--- src/rtl/if_id_pkg.sv ---
// Shared types and constants for the IF/ID skid register and its perf counters.
package if_id_pkg;

  localparam int unsigned IF_ID_DATA_W = 32;
  localparam logic [IF_ID_DATA_W-1:0] IF_ID_NOP_INSTN = 32'h0000_0000;

  typedef enum logic [1:0] {
    EMPTY = 2'd0,
    ONE   = 2'd1,
    TWO   = 2'd2
  } state_t;

  typedef struct packed {
    logic [IF_ID_DATA_W-1:0] instn;
    logic [IF_ID_DATA_W-1:0] pc;
    logic [IF_ID_DATA_W-1:0] nextpc;
  } if_id_entry_t;

endpackage

--- src/rtl/if_id_perf_counters.sv ---
// Stall-cycle and flushed-entry counters for the IF/ID skid register (IF_ID_PERF_EN builds only).
module if_id_perf_counters
  import if_id_pkg::*;
(
  input  logic        clk,
  input  logic        reset,
  input  state_t      state,
  input  logic        id_stall,
  input  logic        flush,
  input  logic        in_valid,
  output logic [31:0] perf_stall_cycles,
  output logic [31:0] perf_flushed_entries
);

  localparam int unsigned CNT_W = 32;

  logic [CNT_W-1:0] buffered;

  // Occupancy implied by the state encoding.
  always_comb begin
    buffered = '0;
    case (state)
      ONE:     buffered = CNT_W'(1);
      TWO:     buffered = CNT_W'(2);
      default: buffered = '0;
    endcase
  end

  always_ff @(posedge clk or posedge reset) begin
    if (reset) begin
      perf_stall_cycles    <= '0;
      perf_flushed_entries <= '0;
    end else begin
      if ((state != EMPTY) && id_stall)
        perf_stall_cycles <= perf_stall_cycles + CNT_W'(1);
      if (flush)
        perf_flushed_entries <= perf_flushed_entries + buffered + CNT_W'(in_valid);
    end
  end

endmodule

--- src/rtl/if_id_skid_register.sv ---
// IF/ID pipeline register with a two-entry skid buffer and branch flush.
// Optional performance counters are enabled with `define IF_ID_PERF_EN.
module if_id_skid_register
  import if_id_pkg::*;
#(
  parameter int unsigned        DATA_W    = IF_ID_DATA_W,
  parameter logic [DATA_W-1:0]  NOP_INSTN = DATA_W'(IF_ID_NOP_INSTN)
) (
  input  logic              clk,
  input  logic              reset,
  input  logic [DATA_W-1:0] inp_instn,
  input  logic [DATA_W-1:0] nextpc,
  input  logic [DATA_W-1:0] pc_to_branch,
  input  logic              in_valid,
  output logic              in_ready,
  input  logic              id_stall,
  input  logic              flush,
  output logic              out_valid,
  output logic [DATA_W-1:0] out_instn,
  output logic [DATA_W-1:0] out_pc,
  output logic [DATA_W-1:0] out_nextpc
`ifdef IF_ID_PERF_EN
  ,
  output logic [31:0]       perf_stall_cycles,
  output logic [31:0]       perf_flushed_entries
`endif
);

  typedef struct packed {
    logic [DATA_W-1:0] instn;
    logic [DATA_W-1:0] pc;
    logic [DATA_W-1:0] nextpc;
  } entry_t;

  state_t state_q, state_d;
  entry_t head_q, head_d;
  entry_t tail_q, tail_d;
  entry_t in_entry;
  logic   push;
  logic   pop;

  assign in_ready  = (state_q != TWO);
  assign out_valid = (state_q != EMPTY);
  assign push      = in_valid & in_ready;
  assign pop       = out_valid & ~id_stall;
  assign in_entry  = '{instn: inp_instn, pc: pc_to_branch, nextpc: nextpc};

  // Head instn is forced to NOP whenever the buffer empties, so it can drive out_instn directly.
  assign out_instn  = head_q.instn;
  assign out_pc     = head_q.pc;
  assign out_nextpc = head_q.nextpc;

  always_ff @(posedge clk or posedge reset) begin
    if (reset) begin
      state_q <= EMPTY;
      head_q  <= '{instn: NOP_INSTN, pc: '0, nextpc: '0};
      tail_q  <= '{instn: NOP_INSTN, pc: '0, nextpc: '0};
    end else begin
      state_q <= state_d;
      head_q  <= head_d;
      tail_q  <= tail_d;
    end
  end

  always_comb begin
    state_d = state_q;
    head_d  = head_q;
    tail_d  = tail_q;
    if (flush) begin
      state_d      = EMPTY;
      head_d.instn = NOP_INSTN;
      tail_d.instn = NOP_INSTN;
    end else begin
      case (state_q)
        EMPTY: begin
          if (push) begin
            state_d = ONE;
            head_d  = in_entry;
          end
        end
        ONE: begin
          if (push && !pop) begin
            state_d = TWO;
            tail_d  = in_entry;
          end else if (pop && !push) begin
            state_d      = EMPTY;
            head_d.instn = NOP_INSTN;
          end else if (push && pop) begin
            head_d = in_entry;
          end
        end
        TWO: begin
          if (pop) begin
            state_d = ONE;
            head_d  = tail_q;
          end
        end
        default: begin
          state_d      = EMPTY;
          head_d.instn = NOP_INSTN;
          tail_d.instn = NOP_INSTN;
        end
      endcase
    end
  end

`ifdef IF_ID_PERF_EN
  if_id_perf_counters u_perf (
    .clk                  (clk),
    .reset                (reset),
    .state                (state_q),
    .id_stall             (id_stall),
    .flush                (flush),
    .in_valid             (in_valid),
    .perf_stall_cycles    (perf_stall_cycles),
    .perf_flushed_entries (perf_flushed_entries)
  );
`endif

endmodule

--- config.mk ---
export PLATFORM = sky130hd
export DESIGN_NAME = if_id_skid_register
export DESIGN_NICKNAME = d
export VERILOG_FILES = /design/src/rtl/if_id_pkg.sv /design/src/rtl/if_id_perf_counters.sv /design/src/rtl/if_id_skid_register.sv
export SDC_FILE = /design/constraint.sdc
export NUM_CORES = 1
export LEC_CHECK = 0
export CORE_MARGIN = 5
export CORE_UTILIZATION = 51
export DETAILED_ROUTE_END_ITERATION = 10
export PLACE_DENSITY = 0.81
export RECOVER_POWER = 100
export SYNTH_ARGS = -nofsm -noshare
export SYNTH_HDL_FRONTEND = slang
export SYNTH_HIERARCHICAL = 1
export SYNTH_SLANG_ARGS = --single-unit
--- constraint.sdc ---
create_clock -name clk -period 7.9 [get_ports clk]
set_input_delay 1.975 -clock clk [delete_from_list [all_inputs] [get_ports clk]]
set_output_delay 1.975 -clock clk [all_outputs]
set_load 0.02 [all_outputs]
After elaboration in Yosys (flattened, before gate mapping)
Cells that the tools add are included.
Cells by class
  equal/unequal tests: 15
  mux-type cells: 18
  bitwise gates (word level): 4
  reductions and logical operators: 14
Operators by type and width (number)
  $mux 96: 5
  $pmux 64 s3: 1
  $mux 32: 3
  $pmux 32 s3: 1
  $mux 64: 1
  $pmux 32 s2: 1
  $ne 2x2->1 const B: 6
  $ne 3x3->1 const B: 4
  $mux 2: 5
  $ne 4x4->1 const B: 2
  $reduce_and 7->1: 1
  $pmux 2 s3: 1
  $reduce_and 3->1: 2
  $reduce_and 4->1: 1
  $logic_and 1x1->1: 3
  $reduce_bool 3->1: 1
  $and 1x1->1: 2
  $eq 2x1->1 const B: 1
  $eq 2x2->1 const B: 1
  $logic_not 1->1: 2
  $logic_not 2->1: 1
  $ne 2x1->1 const B: 1
  $not 1->1: 2
  $reduce_and 2->1: 1
  other kinds (2): 2
Storage, ports and cells
  register bits: 194
  input port bits: 101
  output and inout bits: 98
  word-level logic and storage cells: 58

Logic depth before layout (Yosys ltp)
  depth after elaboration: 8
  depth in mapped cells: 7
  mapped depth without buffers: 4

Worst setup path before layout
OpenSTA, ideal clock, no wires.
  path type: input to register
  start point: in flush
  end point: reg head_q (netlist bit out_nextpc[0])
  library setup time: 0.125 ns
  arrival: 3.214 ns
  data required time: 7.775 ns
  path slack: 4.561 ns
  stages: 7
  buffers on the path: 3
  cells stage by stage: clkbuf_1 nor2_1 o21ai_2 a21boi_2 buf_6 buf_12 mux2_4
On the way
  cells in the longest elaborated chain, start to end: 2
Ends and longest elaborated chain
  start: declaration: RTL line if_id_skid_register.sv:17  | input logic flush,
  $not 1->1 (no source line)
  $reduce_and 7->1 (no source line)
  end signal: assignment: RTL line if_id_skid_register.sv:56  | head_q <= '{instn: NOP_INSTN, pc: '0, nextpc: '0};
  end: declaration: RTL line if_id_skid_register.sv:36  | entry_t head_q, head_d;
Every way passes these cells.
A chain may end at the register's enable or synchronous reset.

Worst setup path in the final report
  start point: in id_stall
  end point: reg head_q (netlist bit out_pc[29])
On the way
  cells in the longest elaborated chain, start to end: 6
  elaborated cells between the ends (all ways): 11
  classes of those cells: 4 x eq/ne; 2 x bitwise; 5 x reduce/logical
Ends and longest elaborated chain
  start: declaration: RTL line if_id_skid_register.sv:16  | input logic id_stall,
  $not 1->1 (*): RTL line if_id_skid_register.sv:45  | assign pop = out_valid & ~id_stall;
  $and 1x1->1 (*): RTL line if_id_skid_register.sv:45
  $logic_not 1->1: RTL line if_id_skid_register.sv:82  | if (push && !pop) begin
  $logic_and 1x1->1: RTL line if_id_skid_register.sv:82
  $ne 2x2->1 (no source line)
  $reduce_and 7->1 (no source line) (*)
Mark *: on every way between the ends. The rest lies on a longest branch, timed or not.

==> out/metrics.csv <==
metric;value;unit
row count;48;
DRC violations left;0;
WL/cell;20.72;µm
Worst-Margin Slew;2.514;ns
CTS Buf Count;17;
final wirelength;21520;µm
Final Hold Fails;0;
H-tree depth;4;
Resized Gates After CTS;0;
initial DRC count;358;
Worst Path Max Fanout;39;
most frequent cells in the layout;dfrtp_1, mux2_2, clkdlybuf4s50_1, dlygate4sd3_1, a22o_1;
commonest non-fill, non-tap cell in the layout;dfrtp_1;
Worst Skew;0.01117;ns
failing checks;capacitance limit, slew limit;
io pins;199;
Period Utilization, post-route;0.7421;
maxcap violations;3;
worst skew pair latency;0.43;ns
register area share after synthesis;0.5430;
synthesized instance count;619;
core area;17240;µm²
Synth area leaders;dfrtp_1, mux2_2, mux2_4, a22o_1, mux2i_1;
CP Class;in -> reg;
final setup vio count;0;
ys async rst share;1.000;
number of synthesized flops with an enable pin;0;
leak pwr;4.914;nW
Critical Path AT;6.18;ns
Die Y;142.4;µm
GRT overflow;0;
Post-synth top flop;dfrtp_1;
largest net degree at the start of global routing;127;
share of layout cells above drive strength 1;0.2297;
CP startpoint kind;primary input;
DPL Wire Length;14330;µm
n_diodes;0;
total number of yosys warnings;6;
setup repair bufs after CTS;0;
Area Overhead vs Synth;26.69;%
Root Buffer;clkbuf_16;
Final Max Slew Viols;109;
initial antenna violation count;1;
# clock sinks;194;
CTS tree;built;
post-route ant nets;0;
gpl congestion;0.7767;
Syn Nets;720;
RSZ-0062 raised after global routing;no;
Die ar.;20280;µm²
Horiz. Die Dim;142.4;µm
cell accounting for the most synthesized area;dfrtp_1;
post-synthesis cell type count;31;
Power Dens Cells;245.3;nW/µm²
flops & latches, synth;194;
mapped cell area;8941;µm²
number of port buffers;198;
HP Class;reg -> reg;
clk slew on worst S/H paths;0.08;ns
CTS max path bufs;2;
Synth top area share;0.5430;
via count;5836;
first-pass GRT wire length;34500;µm
Min Clock Period, post-route;5.863;ns
layout net count;902;
setup TNS;0;ns
initial core utilization;0.5187;
VDD IR-drop max;153.6;µV
status;finished, violations left;
Syn Area/Cell;14.44;µm²
hold-fix buffer count after cts;0;
gr usage total;0.2142;
max-slew headroom at the worst pin;-0.6976;
fmax;170.6;MHz
type of element capturing the critical path;flop;
DR pass1 iterations;5;
Final Total Pwr;2.779;mW
vias in the first global route;6384;
Vias/cell;5.617;
Req. time, crit path;8.21;ns
-- critical path, stage by stage --
cell           delay [ns]
dlygate4sd3_1        0.72
and2b_4              0.25
o21ai_2              0.17
a21boi_0             0.22
clkbuf_1             1.32
clkbuf_2             1.03
mux2_2               0.43
-- worst paths after layout --
kind | start | endpoint | slack, ns | depth (start not counted)
min in group asynchronous | reset | out_nextpc[25]$_DFFE_PP0P_ | 2.22 | 2
max reg2reg | state_q[1]$_DFFE_PP0P_ | out_pc[29]$_DFFE_PP0P_ | 3.34 | 7
max | id_stall | out_pc[29]$_DFFE_PP0P_ | 2.04 | 7
max in group asynchronous | reset | tail_q[10]$_DFFE_PP0P_ | 4.26 | 3
min | out_nextpc[1]$_DFFE_PP0P_ | out_nextpc[1]$_DFFE_PP0P_ | 0.50 | 1
min reg2reg | out_nextpc[1]$_DFFE_PP0P_ | out_nextpc[1]$_DFFE_PP0P_ | 0.50 | 1
-- cell families (layout without fill, tap and decap cells) --
group | count (synthesis) | in the layout | synth area share
compound gates | 106 | 106 | 0.09194
simple gates | 46 | 46 | 0.02323
mux | 224 | 224 | 0.3028
buf+inv | 49 | 244 | 0.03904
flops | 194 | 194 | 0.5430
-- flip-flops by register name, indices dropped and copies added (netlist names) --
signal	cells
out_nextpc	32
tail_q	96
out_pc	32
out_instn	32
state_q	2
-- through the flow --
stage | hold WS (ns) | instance area (µm²) | instances | worst slack (ns) | util
after detailed placement | 0.4812 | 10990 | 1007 | 2.883 | 0.6378
final | 0.5015 | 11330 | 1039 | 2.037 | 0.6572
after floorplan | 0.4656 | 8941 | 619 | 0.6411 | -
after global placement | 0.4816 | 10990 | 1007 | 2.994 | 0.6378
after global routing | 0.5137 | 11330 | 1039 | 1.817 | 0.6572
after CTS | 0.5058 | 11580 | 1039 | 3.337 | 0.6720
-- layer usage --
| layer | vias up | global-route usage | wire, µm |
|---|---|---|---|
| met5 | - | 0 | 18 |
| met2 | 179 | 0.3675 | 10910 |
| met3 | 30 | 0.05040 | 1222 |
| li1 | 2630 | - | - |
| met1 | 2995 | 0.2712 | 8924 |
| met4 | 2 | 0.06553 | 445 |
-- power breakdown --
part           internal [mW]  switching, mW
Sequential              1.18          0.105
Combinational          0.329          0.308
Clock                  0.451          0.406
Total                   1.96          0.819
-- cell type report --
| cell class | instances | area (µm²) |
|---|---|---|
| repair buffers | 208 | 2057 |
| multi-input cells | 376 | 3522 |
| clock inverters | 15 | 162.7 |
| flip-flops and latches | 194 | 4856 |
| well taps | 225 | 281.5 |
| inverters | 4 | 22.52 |
| fillers | 1276 | 5909 |
| clock buffers | 17 | 425.4 |
-- synthesized netlist by cell type, types with 3 or more instances --
library cell  number
inv_1              3
o21ai_0           33
buf_12             6
mux2i_1           32
clkbuf_1          12
dfrtp_1          194
buf_2             18
a21oi_1            3
mux2_4            60
nand2_1           33
buf_6              4
nor2_1             5
buf_4              4
a22o_1            64
mux2_2           132
No activity file was read; power rests on OpenSTA's default activity.
==> edit, RTL diff (config.mk and constraints unchanged) <==
The 3 states of `state_t` get a one-hot encoding in 3 bits.
--- a/src/rtl/if_id_pkg.sv
+++ b/src/rtl/if_id_pkg.sv
@@ -5,8 +5,8 @@
   localparam logic [IF_ID_DATA_W-1:0] IF_ID_NOP_INSTN = 32'h0000_0000;
 
-  typedef enum logic [1:0] {
-    EMPTY = 2'd0,
-    ONE   = 2'd1,
-    TWO   = 2'd2
+  typedef enum logic [2:0] {
+    EMPTY = 3'b001,
+    ONE   = 3'b010,
+    TWO   = 3'b100
   } state_t;
 
Function: same outputs for any inputs over 4 cycles, from zero or initial values and one cycle with reset high; so few cycles prove little.
==> edit against the original RTL <==
- the flow still finishes with violations (capacitance limit, slew limit)
- synthesized area down 6.9%
- largest power group unchanged
- wire length down 1.1%
- count of clock-buffer cells in the layout up 1
- setup slack worse by 0.069 ns
- critical path depth unchanged
- total power down 9.4%
- cell area down 3.5%
- sequential cell count up 1
- die area down 6.4%
==> edit: results (changes against the original RTL) <==
- YS warnings: 6 (unchanged)
- Syn avg cell area: 12.8 um^2 (-12%)
- HP Class: flip-flop to flip-flop
- Count of input and output buffers: 198 (unchanged)
- Clock Path Buffers: 2 (unchanged)
- Number of vias per cell: 5.96 (+6.2%)
- Top cells by area, synth: dfrtp_1 58%, mux2_2 8.7%, mux2i_1 7.7%
- Post-DP HPWL: 13700 um (-4.5%)
- Post-DRT Antenna Nets: 0 (unchanged)
- FF-to-FF path depth: 6 (-1)
- Max stage delay on crit path: 1.72 ns (+0.40 ns)
- Clk_skew: 0.00883 ns (-0.00233 ns)
- Min-delay src: out_instn[15]
- Unique cell type count in the Yosys netlist: 38 (+23%)
- Root Driver: clkbuf_16
- Crit path max-delay family: buffers and inverters
- CTS buffer count: 17 (unchanged)
- Max reg flops: 96 (unchanged)
- Failing checks: capacitance limit, slew limit
- Routability Congestion: 0.856 (+10%)
- Worst-path clk slew: 0.07 ns
- Slew Viols, Final: 215 (+97%)
- Maxcap violations: 4 (+1)
- Critical Path AT: 6.20 ns (+0.02 ns)
- Worst-margin pin slew: 2.40 ns (-0.111 ns)
- Cts repair resizes: 0 (unchanged)
- Antenna violations before repair: 0 (-1)
- First drt pass iteration count: 4 (-1)
- Leak pwr: 4.89 nW (-0.56%)
- CP max-delay cell: clkbuf_1
- Largest net degree at the start of global routing: 124 (-2.4%)
- Reg-to-reg slack, setup: 3.59 ns (+0.25 ns)
- Syn_nets: 752 (+4.4%)
- First-pass GRT wire length: 34000 um (-1.5%)
- CP Max Fanout: 65 (+67%)
- Sw frac: 28.3% (-1.1 points)
- Number of global-route vias before repair: 6455 (+1.1%)
- Layout cells sized above 1: 13.6% (-9.3 points)
- R2R Path Start: state_q[1]
- Register area share after synthesis: 58.7% (+4.4 points)
- Outcome: complete, but fails checks
- DRT iter0 DRCs: 586 (+64%)
- Post-synth top flop: dfrtp_1
- # nets final: 916 (+1.6%)
- DRC: 0 (unchanged)
- Post-CTS setup buffer count: 0 (unchanged)
- CTS H-tree depth: 4 (unchanged)
- EDFF count, synth: 0 (unchanged)
- Register with the most flip-flops: tail_q
- Hold Slack: 0.488 ns (-0.0132 ns)
- Drt total wl: 21300 um (-1.1%)
- Fill cells: 1114 (-13%)
- Total track usage: 22.9% (+1.4 points)
- Post-synth top cells: 194 x dfrtp_1, 69 x o21ai_0, 64 x mux2_2, 64 x mux2i_1, 61 x o21ai_1
- N_diodes: 0 (unchanged)
- Peak supply drop: 168 uV (+9.5%)
- Setup crit start: id_stall
- Worst-Skew Late Latency: 0.43 ns (about the same)
- Hold Path Sink: out_instn[15]
- Reg2reg end: out_pc[15]
-- edit: final cells by class --
| type | count | area share [%] |
|---|---|---|
| clock buffers | 18 | 4.02 |
| clock inverters | 14 | 1.38 |
| repair buffers | 208 | 18.6 |
| inverters | 4 | 0.195 |
| well taps | 216 | 2.47 |
| multi-input cells | 389 | 28.7 |
| flip-flops and latches | 195 | 44.6 |
-- edit: worst max-delay path by stage --
| stage | slack, ns | to | cells past startpoint |
|---|---|---|---|
| 2_1_floorplan | 0.61 | out_instn[0] | 1 |
| 3_3_place_gp | 3.00 | out_pc[29] | 7 |
| 3_5_place_dp | 2.80 | out_nextpc[31] | 7 |
| 4_1_cts | 2.94 | in_ready | 4 |
| 5_1_grt | 1.66 | out_pc[15] | 7 |
| 6_report | 1.97 | out_pc[15] | 7 |
-- edit: power groups by stage --
stage / Sequential [mW] / Combinational (mW) / Clock, mW
finish: 1.18 / 0.477 / 0.865
global route: 1.19 / 0.516 / 0.917
CTS: 1.18 / 0.520 / 0.874
detailed placement: 1.19 / 0.517 / 0
global placement: 1.19 / 0.502 / 0
floorplan: 1.27 / 0.168 / 0
-- edit: kinds of logic (layout without fill, tap and decap cells) --
| family | after synthesis | in the layout | share of synthesized area, % |
|---|---|---|---|
| AOI/OAI and AO/OA | 236 | 236 | 18.7 |
| xor gates and xnor gates | 2 | 2 | 0.211 |
| buffers and inverters | 67 | 244 | 4.24 |
| and+or+nand+nor | 23 | 23 | 1.80 |
| DFF | 195 | 195 | 58.7 |
| muxes | 128 | 128 | 16.4 |
-- edit: per-layer routing --
| metal | track usage, % | up-vias | part of all wire (%) |
|---|---|---|---|
| li1 | - | 2763 | - |
| met1 | 30.8 | 3179 | 42 |
| met2 | 36.7 | 255 | 49 |
| met3 | 6.46 | 30 | 7.7 |
| met4 | 5.98 | 0 | 1.2 |
| met5 | 0 | - | 0 |
-- edit: worst reg2reg max path, stage by stage (launching register included) --
cell,delay [ns]
dfrtp_1,0.55
nor4b_1,0.30
a211oi_4,0.25
clkbuf_1,1.72
or2_0,0.55
buf_4,0.53
o21ai_0,0.26
-- edit: metrics by stage --
step	area (um^2)	worst slack [ns]	total power, mW	cells
6_report	10900	1.97	2.52	1044
5_1_grt	10900	1.66	2.62	1044
4_1_cts	11000	2.94	2.57	1044
3_5_place_dp	10400	2.80	1.71	1012
3_3_place_gp	10400	3.00	1.69	1012
2_1_floorplan	8320	0.614	1.44	651
